<file path="src/rtl/mc_control_if.sv">
// Control/handshake bundle between the multi-cycle sequencer (master)
// and the datapath, decode stage and memories (slave).
interface mc_control_if #(parameter int CWIDTH = 16);
  logic              c_i_start;
  logic              c_i_halt;
  logic              c_i_imem_ack;
  logic              c_i_dmem_ack;
  logic [5:0]        c_i_opcode;
  logic [5:0]        c_i_funct;
  logic              c_i_dec_ce;
  logic              c_i_zero;

  logic              c_o_imem_req;
  logic              c_o_dec_ce;
  logic              c_o_alu_ce;
  logic [3:0]        c_o_alu_op;
  logic              c_o_alu_src_imm;
  logic              c_o_imm_zext;
  logic              c_o_dmem_req;
  logic              c_o_dmem_we;
  logic              c_o_reg_we;
  logic              c_o_reg_dst_rd;
  logic              c_o_mem_to_reg;
  logic              c_o_pc_we;
  logic              c_o_pc_src_br;
  logic              c_o_busy;
  logic              c_o_trap;
  logic [CWIDTH-1:0] c_o_retired;

  modport master (
    input  c_i_start, c_i_halt, c_i_imem_ack, c_i_dmem_ack,
           c_i_opcode, c_i_funct, c_i_dec_ce, c_i_zero,
    output c_o_imem_req, c_o_dec_ce, c_o_alu_ce, c_o_alu_op,
           c_o_alu_src_imm, c_o_imm_zext, c_o_dmem_req, c_o_dmem_we,
           c_o_reg_we, c_o_reg_dst_rd, c_o_mem_to_reg, c_o_pc_we,
           c_o_pc_src_br, c_o_busy, c_o_trap, c_o_retired
  );

  modport slave (
    output c_i_start, c_i_halt, c_i_imem_ack, c_i_dmem_ack,
           c_i_opcode, c_i_funct, c_i_dec_ce, c_i_zero,
    input  c_o_imem_req, c_o_dec_ce, c_o_alu_ce, c_o_alu_op,
           c_o_alu_src_imm, c_o_imm_zext, c_o_dmem_req, c_o_dmem_we,
           c_o_reg_we, c_o_reg_dst_rd, c_o_mem_to_reg, c_o_pc_we,
           c_o_pc_src_br, c_o_busy, c_o_trap, c_o_retired
  );
endinterface

</file>
<file path="src/rtl/mc_control.sv">
// Multi-cycle MIPS sequencer: FETCH/DECODE/EXEC/MEM/WB with a sticky trap
// on rejected instructions and a wrapping retired-instruction counter.
module mc_control #(parameter int CWIDTH = 16) (
  input logic          c_clk,
  input logic          c_rst,
  mc_control_if.master bus
);
  typedef enum logic [2:0] {S_IDLE, S_FETCH, S_DECODE, S_EXEC, S_MEM, S_WB, S_TRAP} state_t;
  typedef enum logic [2:0] {CL_RTYPE, CL_LOAD, CL_STORE, CL_BEQ, CL_BNE, CL_IMM} iclass_t;
  typedef enum logic [3:0] {ALU_ADD = 4'd0, ALU_SUB, ALU_AND, ALU_OR, ALU_XOR, ALU_SLT, ALU_SLTU} alu_op_t;

  state_t            state_q, state_d;
  iclass_t           cls_q, cls_d;
  alu_op_t           alu_op_q, alu_op_d;
  logic [CWIDTH-1:0] retired_q, retired_d;

  iclass_t dec_cls;
  alu_op_t dec_op;
  logic    dec_illegal;
  logic    retire;
  logic    alu_stage;

  logic imem_req, dec_ce, alu_ce, dmem_req, dmem_we, reg_we;
  logic reg_dst_rd, mem_to_reg, pc_we, pc_src_br;

  always_comb begin
    dec_cls     = CL_RTYPE;
    dec_op      = ALU_ADD;
    dec_illegal = 1'b0;
    case (bus.c_i_opcode)
      6'h00: begin
        case (bus.c_i_funct)
          6'h20:   dec_op = ALU_ADD;
          6'h22:   dec_op = ALU_SUB;
          6'h24:   dec_op = ALU_AND;
          6'h25:   dec_op = ALU_OR;
          6'h26:   dec_op = ALU_XOR;
          default: dec_illegal = 1'b1;
        endcase
      end
      6'h23:        dec_cls = CL_LOAD;
      6'h2B:        dec_cls = CL_STORE;
      6'h04: begin  dec_cls = CL_BEQ; dec_op = ALU_SUB; end
      6'h05: begin  dec_cls = CL_BNE; dec_op = ALU_SUB; end
      6'h08, 6'h09: dec_cls = CL_IMM;
      6'h0A: begin  dec_cls = CL_IMM; dec_op = ALU_SLT;  end
      6'h0B: begin  dec_cls = CL_IMM; dec_op = ALU_SLTU; end
      6'h0C: begin  dec_cls = CL_IMM; dec_op = ALU_AND;  end
      6'h0D: begin  dec_cls = CL_IMM; dec_op = ALU_OR;   end
      6'h0E: begin  dec_cls = CL_IMM; dec_op = ALU_XOR;  end
      default:      dec_illegal = 1'b1;
    endcase
  end

  always_comb begin
    state_d    = state_q;
    cls_d      = cls_q;
    alu_op_d   = alu_op_q;
    retired_d  = retired_q;
    retire     = 1'b0;
    imem_req   = 1'b0;
    dec_ce     = 1'b0;
    alu_ce     = 1'b0;
    dmem_req   = 1'b0;
    dmem_we    = 1'b0;
    reg_we     = 1'b0;
    reg_dst_rd = 1'b0;
    mem_to_reg = 1'b0;
    pc_we      = 1'b0;
    pc_src_br  = 1'b0;
    case (state_q)
      S_IDLE: if (bus.c_i_start) state_d = S_FETCH;
      S_FETCH: begin
        imem_req = 1'b1;
        if (bus.c_i_imem_ack) begin
          dec_ce  = 1'b1;
          state_d = S_DECODE;
        end
      end
      S_DECODE: begin
        cls_d    = dec_cls;
        alu_op_d = dec_op;
        state_d  = (!bus.c_i_dec_ce || dec_illegal) ? S_TRAP : S_EXEC;
      end
      S_EXEC: begin
        alu_ce = 1'b1;
        if (cls_q == CL_BEQ || cls_q == CL_BNE) begin
          pc_we     = 1'b1;
          pc_src_br = (cls_q == CL_BEQ) ? bus.c_i_zero : !bus.c_i_zero;
          retire    = 1'b1;
        end else if (cls_q == CL_LOAD || cls_q == CL_STORE) begin
          state_d = S_MEM;
        end else begin
          state_d = S_WB;
        end
      end
      S_MEM: begin
        dmem_req = 1'b1;
        dmem_we  = (cls_q == CL_STORE);
        if (bus.c_i_dmem_ack) begin
          if (cls_q == CL_STORE) begin
            pc_we  = 1'b1;
            retire = 1'b1;
          end else begin
            state_d = S_WB;
          end
        end
      end
      S_WB: begin
        reg_we     = 1'b1;
        pc_we      = 1'b1;
        reg_dst_rd = (cls_q == CL_RTYPE);
        mem_to_reg = (cls_q == CL_LOAD);
        retire     = 1'b1;
      end
      S_TRAP:  state_d = S_TRAP;
      default: state_d = S_IDLE;
    endcase
    // Halt is only honoured on the retire cycle; otherwise keep fetching.
    if (retire) begin
      retired_d = retired_q + CWIDTH'(1);
      state_d   = bus.c_i_halt ? S_IDLE : S_FETCH;
    end
  end

  always_ff @(posedge c_clk or negedge c_rst) begin
    if (!c_rst) begin
      state_q   <= S_IDLE;
      cls_q     <= CL_RTYPE;
      alu_op_q  <= ALU_ADD;
      retired_q <= '0;
    end else begin
      state_q   <= state_d;
      cls_q     <= cls_d;
      alu_op_q  <= alu_op_d;
      retired_q <= retired_d;
    end
  end

  // ALU controls stay valid from EXEC through WB so address/result paths settle.
  assign alu_stage = (state_q == S_EXEC) || (state_q == S_MEM) || (state_q == S_WB);

  assign bus.c_o_imem_req    = imem_req;
  assign bus.c_o_dec_ce      = dec_ce;
  assign bus.c_o_alu_ce      = alu_ce;
  assign bus.c_o_alu_op      = alu_stage ? alu_op_q : 4'd0;
  assign bus.c_o_alu_src_imm = alu_stage && (cls_q == CL_IMM || cls_q == CL_LOAD || cls_q == CL_STORE);
  assign bus.c_o_imm_zext    = alu_stage && (cls_q == CL_IMM) &&
                               (alu_op_q == ALU_AND || alu_op_q == ALU_OR || alu_op_q == ALU_XOR);
  assign bus.c_o_dmem_req    = dmem_req;
  assign bus.c_o_dmem_we     = dmem_we;
  assign bus.c_o_reg_we      = reg_we;
  assign bus.c_o_reg_dst_rd  = reg_dst_rd;
  assign bus.c_o_mem_to_reg  = mem_to_reg;
  assign bus.c_o_pc_we       = pc_we;
  assign bus.c_o_pc_src_br   = pc_src_br;
  assign bus.c_o_busy        = (state_q != S_IDLE) && (state_q != S_TRAP);
  assign bus.c_o_trap        = (state_q == S_TRAP);
  assign bus.c_o_retired     = retired_q;
endmodule

</file>
<file path="src/flat_wrapper.sv">
// flat-port wrapper written by rule: the top's interface ports become plain ports
module mc_control_flat 
#(parameter int CWIDTH = 16)
  (c_clk, c_rst, bus_c_i_start, bus_c_i_halt, bus_c_i_imem_ack, bus_c_i_dmem_ack, bus_c_i_opcode, bus_c_i_funct, bus_c_i_dec_ce, bus_c_i_zero, bus_c_o_imem_req, bus_c_o_dec_ce, bus_c_o_alu_ce, bus_c_o_alu_op, bus_c_o_alu_src_imm, bus_c_o_imm_zext, bus_c_o_dmem_req, bus_c_o_dmem_we, bus_c_o_reg_we, bus_c_o_reg_dst_rd, bus_c_o_mem_to_reg, bus_c_o_pc_we, bus_c_o_pc_src_br, bus_c_o_busy, bus_c_o_trap, bus_c_o_retired);
  mc_control_if #(.CWIDTH(CWIDTH)) bus_i ();
  input logic c_clk;
  input logic c_rst;
  input wire logic [$bits(bus_i.c_i_start)-1:0] bus_c_i_start;
  input wire logic [$bits(bus_i.c_i_halt)-1:0] bus_c_i_halt;
  input wire logic [$bits(bus_i.c_i_imem_ack)-1:0] bus_c_i_imem_ack;
  input wire logic [$bits(bus_i.c_i_dmem_ack)-1:0] bus_c_i_dmem_ack;
  input wire logic [$bits(bus_i.c_i_opcode)-1:0] bus_c_i_opcode;
  input wire logic [$bits(bus_i.c_i_funct)-1:0] bus_c_i_funct;
  input wire logic [$bits(bus_i.c_i_dec_ce)-1:0] bus_c_i_dec_ce;
  input wire logic [$bits(bus_i.c_i_zero)-1:0] bus_c_i_zero;
  output wire logic [$bits(bus_i.c_o_imem_req)-1:0] bus_c_o_imem_req;
  output wire logic [$bits(bus_i.c_o_dec_ce)-1:0] bus_c_o_dec_ce;
  output wire logic [$bits(bus_i.c_o_alu_ce)-1:0] bus_c_o_alu_ce;
  output wire logic [$bits(bus_i.c_o_alu_op)-1:0] bus_c_o_alu_op;
  output wire logic [$bits(bus_i.c_o_alu_src_imm)-1:0] bus_c_o_alu_src_imm;
  output wire logic [$bits(bus_i.c_o_imm_zext)-1:0] bus_c_o_imm_zext;
  output wire logic [$bits(bus_i.c_o_dmem_req)-1:0] bus_c_o_dmem_req;
  output wire logic [$bits(bus_i.c_o_dmem_we)-1:0] bus_c_o_dmem_we;
  output wire logic [$bits(bus_i.c_o_reg_we)-1:0] bus_c_o_reg_we;
  output wire logic [$bits(bus_i.c_o_reg_dst_rd)-1:0] bus_c_o_reg_dst_rd;
  output wire logic [$bits(bus_i.c_o_mem_to_reg)-1:0] bus_c_o_mem_to_reg;
  output wire logic [$bits(bus_i.c_o_pc_we)-1:0] bus_c_o_pc_we;
  output wire logic [$bits(bus_i.c_o_pc_src_br)-1:0] bus_c_o_pc_src_br;
  output wire logic [$bits(bus_i.c_o_busy)-1:0] bus_c_o_busy;
  output wire logic [$bits(bus_i.c_o_trap)-1:0] bus_c_o_trap;
  output wire logic [$bits(bus_i.c_o_retired)-1:0] bus_c_o_retired;
  assign bus_i.c_i_start = bus_c_i_start;
  assign bus_i.c_i_halt = bus_c_i_halt;
  assign bus_i.c_i_imem_ack = bus_c_i_imem_ack;
  assign bus_i.c_i_dmem_ack = bus_c_i_dmem_ack;
  assign bus_i.c_i_opcode = bus_c_i_opcode;
  assign bus_i.c_i_funct = bus_c_i_funct;
  assign bus_i.c_i_dec_ce = bus_c_i_dec_ce;
  assign bus_i.c_i_zero = bus_c_i_zero;
  assign bus_c_o_imem_req = bus_i.c_o_imem_req;
  assign bus_c_o_dec_ce = bus_i.c_o_dec_ce;
  assign bus_c_o_alu_ce = bus_i.c_o_alu_ce;
  assign bus_c_o_alu_op = bus_i.c_o_alu_op;
  assign bus_c_o_alu_src_imm = bus_i.c_o_alu_src_imm;
  assign bus_c_o_imm_zext = bus_i.c_o_imm_zext;
  assign bus_c_o_dmem_req = bus_i.c_o_dmem_req;
  assign bus_c_o_dmem_we = bus_i.c_o_dmem_we;
  assign bus_c_o_reg_we = bus_i.c_o_reg_we;
  assign bus_c_o_reg_dst_rd = bus_i.c_o_reg_dst_rd;
  assign bus_c_o_mem_to_reg = bus_i.c_o_mem_to_reg;
  assign bus_c_o_pc_we = bus_i.c_o_pc_we;
  assign bus_c_o_pc_src_br = bus_i.c_o_pc_src_br;
  assign bus_c_o_busy = bus_i.c_o_busy;
  assign bus_c_o_trap = bus_i.c_o_trap;
  assign bus_c_o_retired = bus_i.c_o_retired;
  mc_control #(.CWIDTH(CWIDTH)) u_core (.c_clk(c_clk), .c_rst(c_rst), .bus(bus_i));
endmodule
</file>
<file path="config.mk">
export PLATFORM = sky130hd
export DESIGN_NAME = mc_control_flat
export DESIGN_NICKNAME = d
export VERILOG_FILES = /design/src/rtl/mc_control_if.sv /design/src/rtl/mc_control.sv /design/src/flat_wrapper.sv
export SDC_FILE = /design/constraint.sdc
export NUM_CORES = 1
export LEC_CHECK = 0
export CORE_UTILIZATION = 46
export CTS_CLUSTER_SIZE = 20
export DETAILED_ROUTE_END_ITERATION = 8
export PLACE_DENSITY = 0.8
export SLEW_MARGIN = 20
export SYNTH_ARGS = -nofsm -noshare
export SYNTH_HDL_FRONTEND = slang
export SYNTH_SLANG_ARGS = --single-unit
</file>
<file path="constraint.sdc">
create_clock -name c_clk -period 2.3 [get_ports c_clk]
set_clock_uncertainty 0.1 [all_clocks]
set_input_delay 0.23 -clock c_clk [delete_from_list [all_inputs] [get_ports c_clk]]
set_output_delay 0.23 -clock c_clk [all_outputs]
set_load 0.01 [all_outputs]
</file>
# Yosys cells after proc, flatten, opt, wreduce, memory -nomap -nowiden
# Index checks and enable logic that the tools add are counted.
[classes] n_reduce_logical=24 n_bitwise=0 n_mux=32 eq_ne=37 n_shift=0 n_mul=0 n_addsub=1 div=0 magnitude_cmp=0
[op_table] operator="== test 6 x 4 -> 1 bit (second input constant)" count=7
[op_table] operator="== test 6 bit (second input constant)" count=7
[op_table] operator="case mux 4 bit (7 select lines)" count=1
[op_table] operator="2-to-1 mux 3 bit" count=7
[op_table] operator="case mux 3 bit (7 select lines)" count=1
[op_table] operator="2-to-1 mux 1 bit" count=18
[op_table] operator="inequality test 3 bit (second input constant)" count=6
[op_table] operator="adder 16 x 1 -> 16 bit (second input constant)" count=1
[op_table] operator="== test 3 bit (second input constant)" count=5
[op_table] operator="case mux 3 bit (5 select lines)" count=1
[op_table] operator="== test 3 x 2 -> 1 bit (second input constant)" count=4
[op_table] operator="== test 6 x 3 -> 1 bit (second input constant)" count=2
[op_table] operator="case mux 3 bit (4 select lines)" count=1
[op_table] operator="OR reduction 11 bit" count=1
[op_table] operator="logical OR 1 bit" count=9
[op_table] operator="== test 4 x 2 -> 1 bit (second input constant)" count=2
[op_table] operator="OR reduction 7 bit" count=1
[op_table] operator="== test 3 x 1 -> 1 bit (second input constant)" count=2
[op_table] operator="zero test 3 bit" count=2
[op_table] operator="zero test 6 bit" count=1
[op_table] operator="AND reduction 6 bit" count=1
[op_table] operator="OR reduction 5 bit" count=1
[op_table] operator="== test 4 x 3 -> 1 bit (second input constant)" count=1
[op_table] operator="logical AND 1 bit" count=4
[op_table] operator="7 further kinds" count=8
[totals] rom_bits=0 mem_count=0 latch_bits=0 ram_bits=0 elab_cells=98 in_bits=20 register_bits=26

# Logic depth before layout (Yosys ltp)
[logic_depth] word_depth=8 mapped_depth=7 ltp_nobuf=5

# Worst setup path after synthesis
# Ideal clock, no wire load.
[synth_path] path_kind="register to register" from="register u_core.cls_q[0]" to="register u_core.retired_q[1], in the netlist u_core.bus.c_o_retired[1]" path_slack_ns=0.478 n_path_buf=1 required_ns=2.075 period_less_slack_ns=1.822 setup_ns=0.125 stages_incl_launch_ff=6 t_arrival_ns=1.597 cell_sequence="dfrtp_1 -> or3b_4 -> a21oi_4 -> or2_1 -> buf_6 -> mux2_2"
[synth_between] elab_chain_cells=4 word_cells_on_any_way=8 cone_classes="eq/ne: 3; mux: 4; reduce/logical: 1"
[synth_lines] item="from (decl)" line="mc_control.sv:13" source="iclass_t cls_q, cls_d;"
[synth_lines] item="from (signal assigned)" line="mc_control.sv:134" source="cls_q <= cls_d;"
[synth_lines] item="== test 3 x 2 -> 1 bit (tied with other cells)" line="mc_control.sv:101" source="if (cls_q == CL_STORE) begin"
[synth_lines] item="2-to-1 mux 1 bit / logical OR 1 bit (equally long branches)"
[synth_lines] item="2-to-1 mux 1 bit (on tied branches)"
[synth_lines] item="case mux 1 bit (3 select lines) *"
[synth_lines] item="named net bus_c_o_pc_we" line="flat_wrapper.sv:27" source="output wire logic [$bits(bus_i.c_o_pc_we)-1:0] bus_c_o_pc_we;"
[synth_lines] item="to (signal assigned)" line="mc_control.sv:136" source="retired_q <= retired_d;"
[synth_lines] item="to (decl)" line="mc_control.sv:15" source="logic [CWIDTH-1:0] retired_q, retired_d;"
# Mark *: on every way through the listed nets, which the timed path passes. The rest lies on a longest branch.
# A chain may end at the register's enable or synchronous reset.

# Worst setup path in the final report
[layout_path] from="register u_core.state_q[1]" to="output port bus_c_o_dmem_req"
[layout_between] elab_chain_cells=2
[layout_lines] item="from (decl)" line="mc_control.sv:12" source="state_t state_q, state_d;"
[layout_lines] item="from (signal assigned)" line="mc_control.sv:133" source="state_q <= state_d;"
[layout_lines] item="== test 3 bit" line="mc_control.sv:71" source="case (state_q)"
[layout_lines] item="2-to-1 mux 1 bit" line="mc_control.sv:71"
[layout_lines] item="to (decl)" line="flat_wrapper.sv:22" source="output wire logic [$bits(bus_i.c_o_dmem_req)-1:0] bus_c_o_dmem_req;"
# No other way between the ends.

==> flow_summary.toml <==
[synthesis]
synth_nets = 203
synth-main-ff-cell = "dfrtp_1"
ys_warn_count = 0
synth-seq-cells = 25
synth_cells = 182
synthArstFlopShare_pct = 100
synth-seq-area-share_pct = 37.5
yosysUniqueCellTypes = 51
synth.avg_cell_area_um2 = 9.18
synth.cell_area_mm2 = 0.00167
synth_edf_count = 0

[die]
io_pins = 54
die_h_um = 62.3
die_w_um = 62.3
row_count = 21
start_util_pct = 48.9
die-area_mm2 = 0.00388
coreArea_mm2 = 0.00342

[timing]
hold_viol = 0
layout_setup_ws_ns = 0.101
setup_viol = 0
fin_crit_sh_pct = 95.6
drv_slew = 0
max_freq_mhz = 455
fin_crit_ns = 2.20
rsz0062_at_grt = "false"
totalNegativeSetupSlack_ns = 0

[finish]
syn2layout_area_growth_pct = 44.4
seqCellArea_um2 = 631
n_fill_cell = 281
final_cells = 292
diodes = 0
multi_input_area_mm2 = 0.00100
layout-drive-gt1-share_pct = 16.7
final_util_pct = 70.6
final_nets = 268

[worst_setup_path]
critical_path_class = "flip-flop to primary output"
worst_setup_path_start_kind = "flip-flop"
cp_max_fo = 7
end_kind = "primary output"
rr_startpoint = "u_core.state_q[1]"
cp.arrival_ns = 1.87
r2r_end = "u_core.alu_op_q[1]"
crit_buf_inv = 2
path_cells = "buf_4, nand2b_2, nor2_1, clkdlybuf4s50_1"
cpPeakStageDelay_ns = 0.55
r2r_cells = 5
critPathTopFamily = "buffers and inverters"
critPathSlowestCell = "clkdlybuf4s50_1"
r2r_slack_ns = 0.26
crit_required_ns = 1.97

[global_routing]
grt_max_degree = 26
grt_overflow = 0
antenna_found_initial = 0
grt_pass1_vias = 1520
grt_use_total_pct = 21.5
grt_pass1_wl_mm = 6.69

[detailed_routing]
drt-total-wl_mm = 3.84
drt-wirelength-per-cell_um = 13.2
dr_wl_met3_um = 113
wl_met1_mm = 1.67
initialDrtViolationCount = 60
num_vias = 1581
dr.max_layer_used = "met4"
wl_met2_mm = 1.99
dr.pass1.iters = 4
ant_nets = 0
via_per_inst = 5.41
drcViolationCount = 0

[placed_design]
numPortBuffers = 52
dp_cells = 282
dp_worst_setup_slack_ns = 0.126
gp_congestion = 0.795
dpl.hpwl_mm = 2.84

[cts]
cts_buffer_depth = 2
cts_hold_buf = 0
cts_max_level = 1
clkLatencyLatePin_ns = 0.32
numCtsBuffers = 3
clkSinkCount = 25
cts_tree = "done"
clk_transition_reported_paths_ns = 0.14
cts_root_buffer = "clkbuf_4"

[power_and_ir_drop]
max-vdd-ir-drop_mv = 0.463
p_leak_nw = 1.16
p_per_area_mw_per_mm2 = 795

[worst_hold_path]
hp-class = "primary input to async pin"

[job]
drv_cap = 0

[status]
status = "complete, no violations"
## placed cells by master, fill, tap and decap left out, drive strengths merged, types with 2 or more instances in the layout
master         instances
o2bb2ai                3
and3                   3
nand2b                 5
nor3                   8
nor3b                  4
o22ai                  2
o31ai                  2
nor2b                  4
clkdlybuf4s50         40
nand3b                 3
buf                   18
inv                    7
o21a                   2
or3                    3
and2                   6
nand4                  5
nand3                  7
nand2                 13
nor2                  13
xnor2                  9
a32oi                  2
nor4                   3
dlymetal6s2s           8
clkbuf                 4
a21oi                  6
dfrtp                 25
xor2                   7
a22o                   5
or3b                   2
o21bai                 2
dlygate4sd2            4
o21ai                  4
mux2i                  3
## timing repair
item,CTS,global route
setup buffers,5,1
resized for setup,12,12
setup endpoints to repair,8,8
## state kept, by name, summed over array words and instances, names as in the netlist
register and cells:
u_core.cls_q 3, u_core.bus.c_o_retired 16, u_core.alu_op_q 3, u_core.state_q 3
## synth_stat cells, drive strengths merged, types with 4 or more instances
library cell,instances,area [um2]
buf,5,33.8
nor2,13,48.8
nand2b,5,31.3
nor2b,4,25.0
xor2,7,68.8
nor3,8,40.0
inv,7,26.3
dfrtp,25,626
nand2,13,48.8
and2,6,37.5
nand4,5,31.3
nand3,7,35.0
a21oi,6,41.3
nor3b,4,30.0
a22o,5,43.8
xnor2,9,78.8
o21ai,4,23.8
clkbuf,5,18.8
## area by class of cell
| type | count | area share (%) |
|---|---|---|
| sequential | 25 | 26.1 |
| tap | 46 | 2.39 |
| inverter | 7 | 1.09 |
| timing repair buffer | 70 | 27.8 |
| multi-input combinational | 140 | 41.5 |
| clock buffer | 4 | 1.09 |
## routing by layer
metal  GRT usage, %  up-vias
met5              0        -
met4           8.72        0
met1           26.8      753
met2           38.5       40
li1               -      784
met3           1.65        4
## cell families after synthesis
logic type	share of synthesized area [%]
compound gates	17.5
xor+xnor	8.84
fa+ha+maj	0.749
buf+inv	4.72
flops	37.5
mux	2.47
other cells	0.225
simple gates	28.1
## how the worst max path moves through the flow
stage                                     end              start  depth (start not counted)  slack [ns]
floorplan           u_core.bus.c_o_retired[1]    u_core.cls_q[0]                          5        0.48
global placement             bus_c_o_imm_zext  u_core.state_q[1]                          4        0.16
detailed placement           bus_c_o_imm_zext  u_core.state_q[1]                          4        0.13
CTS                         bus_c_o_alu_op[2]  u_core.state_q[1]                          5       0.003
global route                 bus_c_o_dmem_req  u_core.state_q[1]                          4        0.03
finish                       bus_c_o_dmem_req  u_core.state_q[1]                          4        0.10
## report_power, final
group | total [mW] | internal, mW | switching [mW] | leakage, nW
sequential | 0.664 | 0.540 | 0.123 | 0.330
clock | 0.202 | 0.0680 | 0.134 | 0.0150
combinational | 1.05 | 0.569 | 0.482 | 0.814
total | 1.92 | 1.18 | 0.739 | 1.16
## stage by stage
| step | power, mW | instance area (um2) | hold WS (ns) |
|---|---|---|---|
| global route | 2.05 | 2410 | 0.185 |
| global placement | 1.60 | 2290 | 0.359 |
| finish | 1.92 | 2410 | 0.151 |
| floorplan | 1.21 | 1670 | -0.166 |
| detailed placement | 1.62 | 2290 | 0.387 |
| CTS | 1.88 | 2370 | 0.165 |
Power figures use the tool's default switching activity.
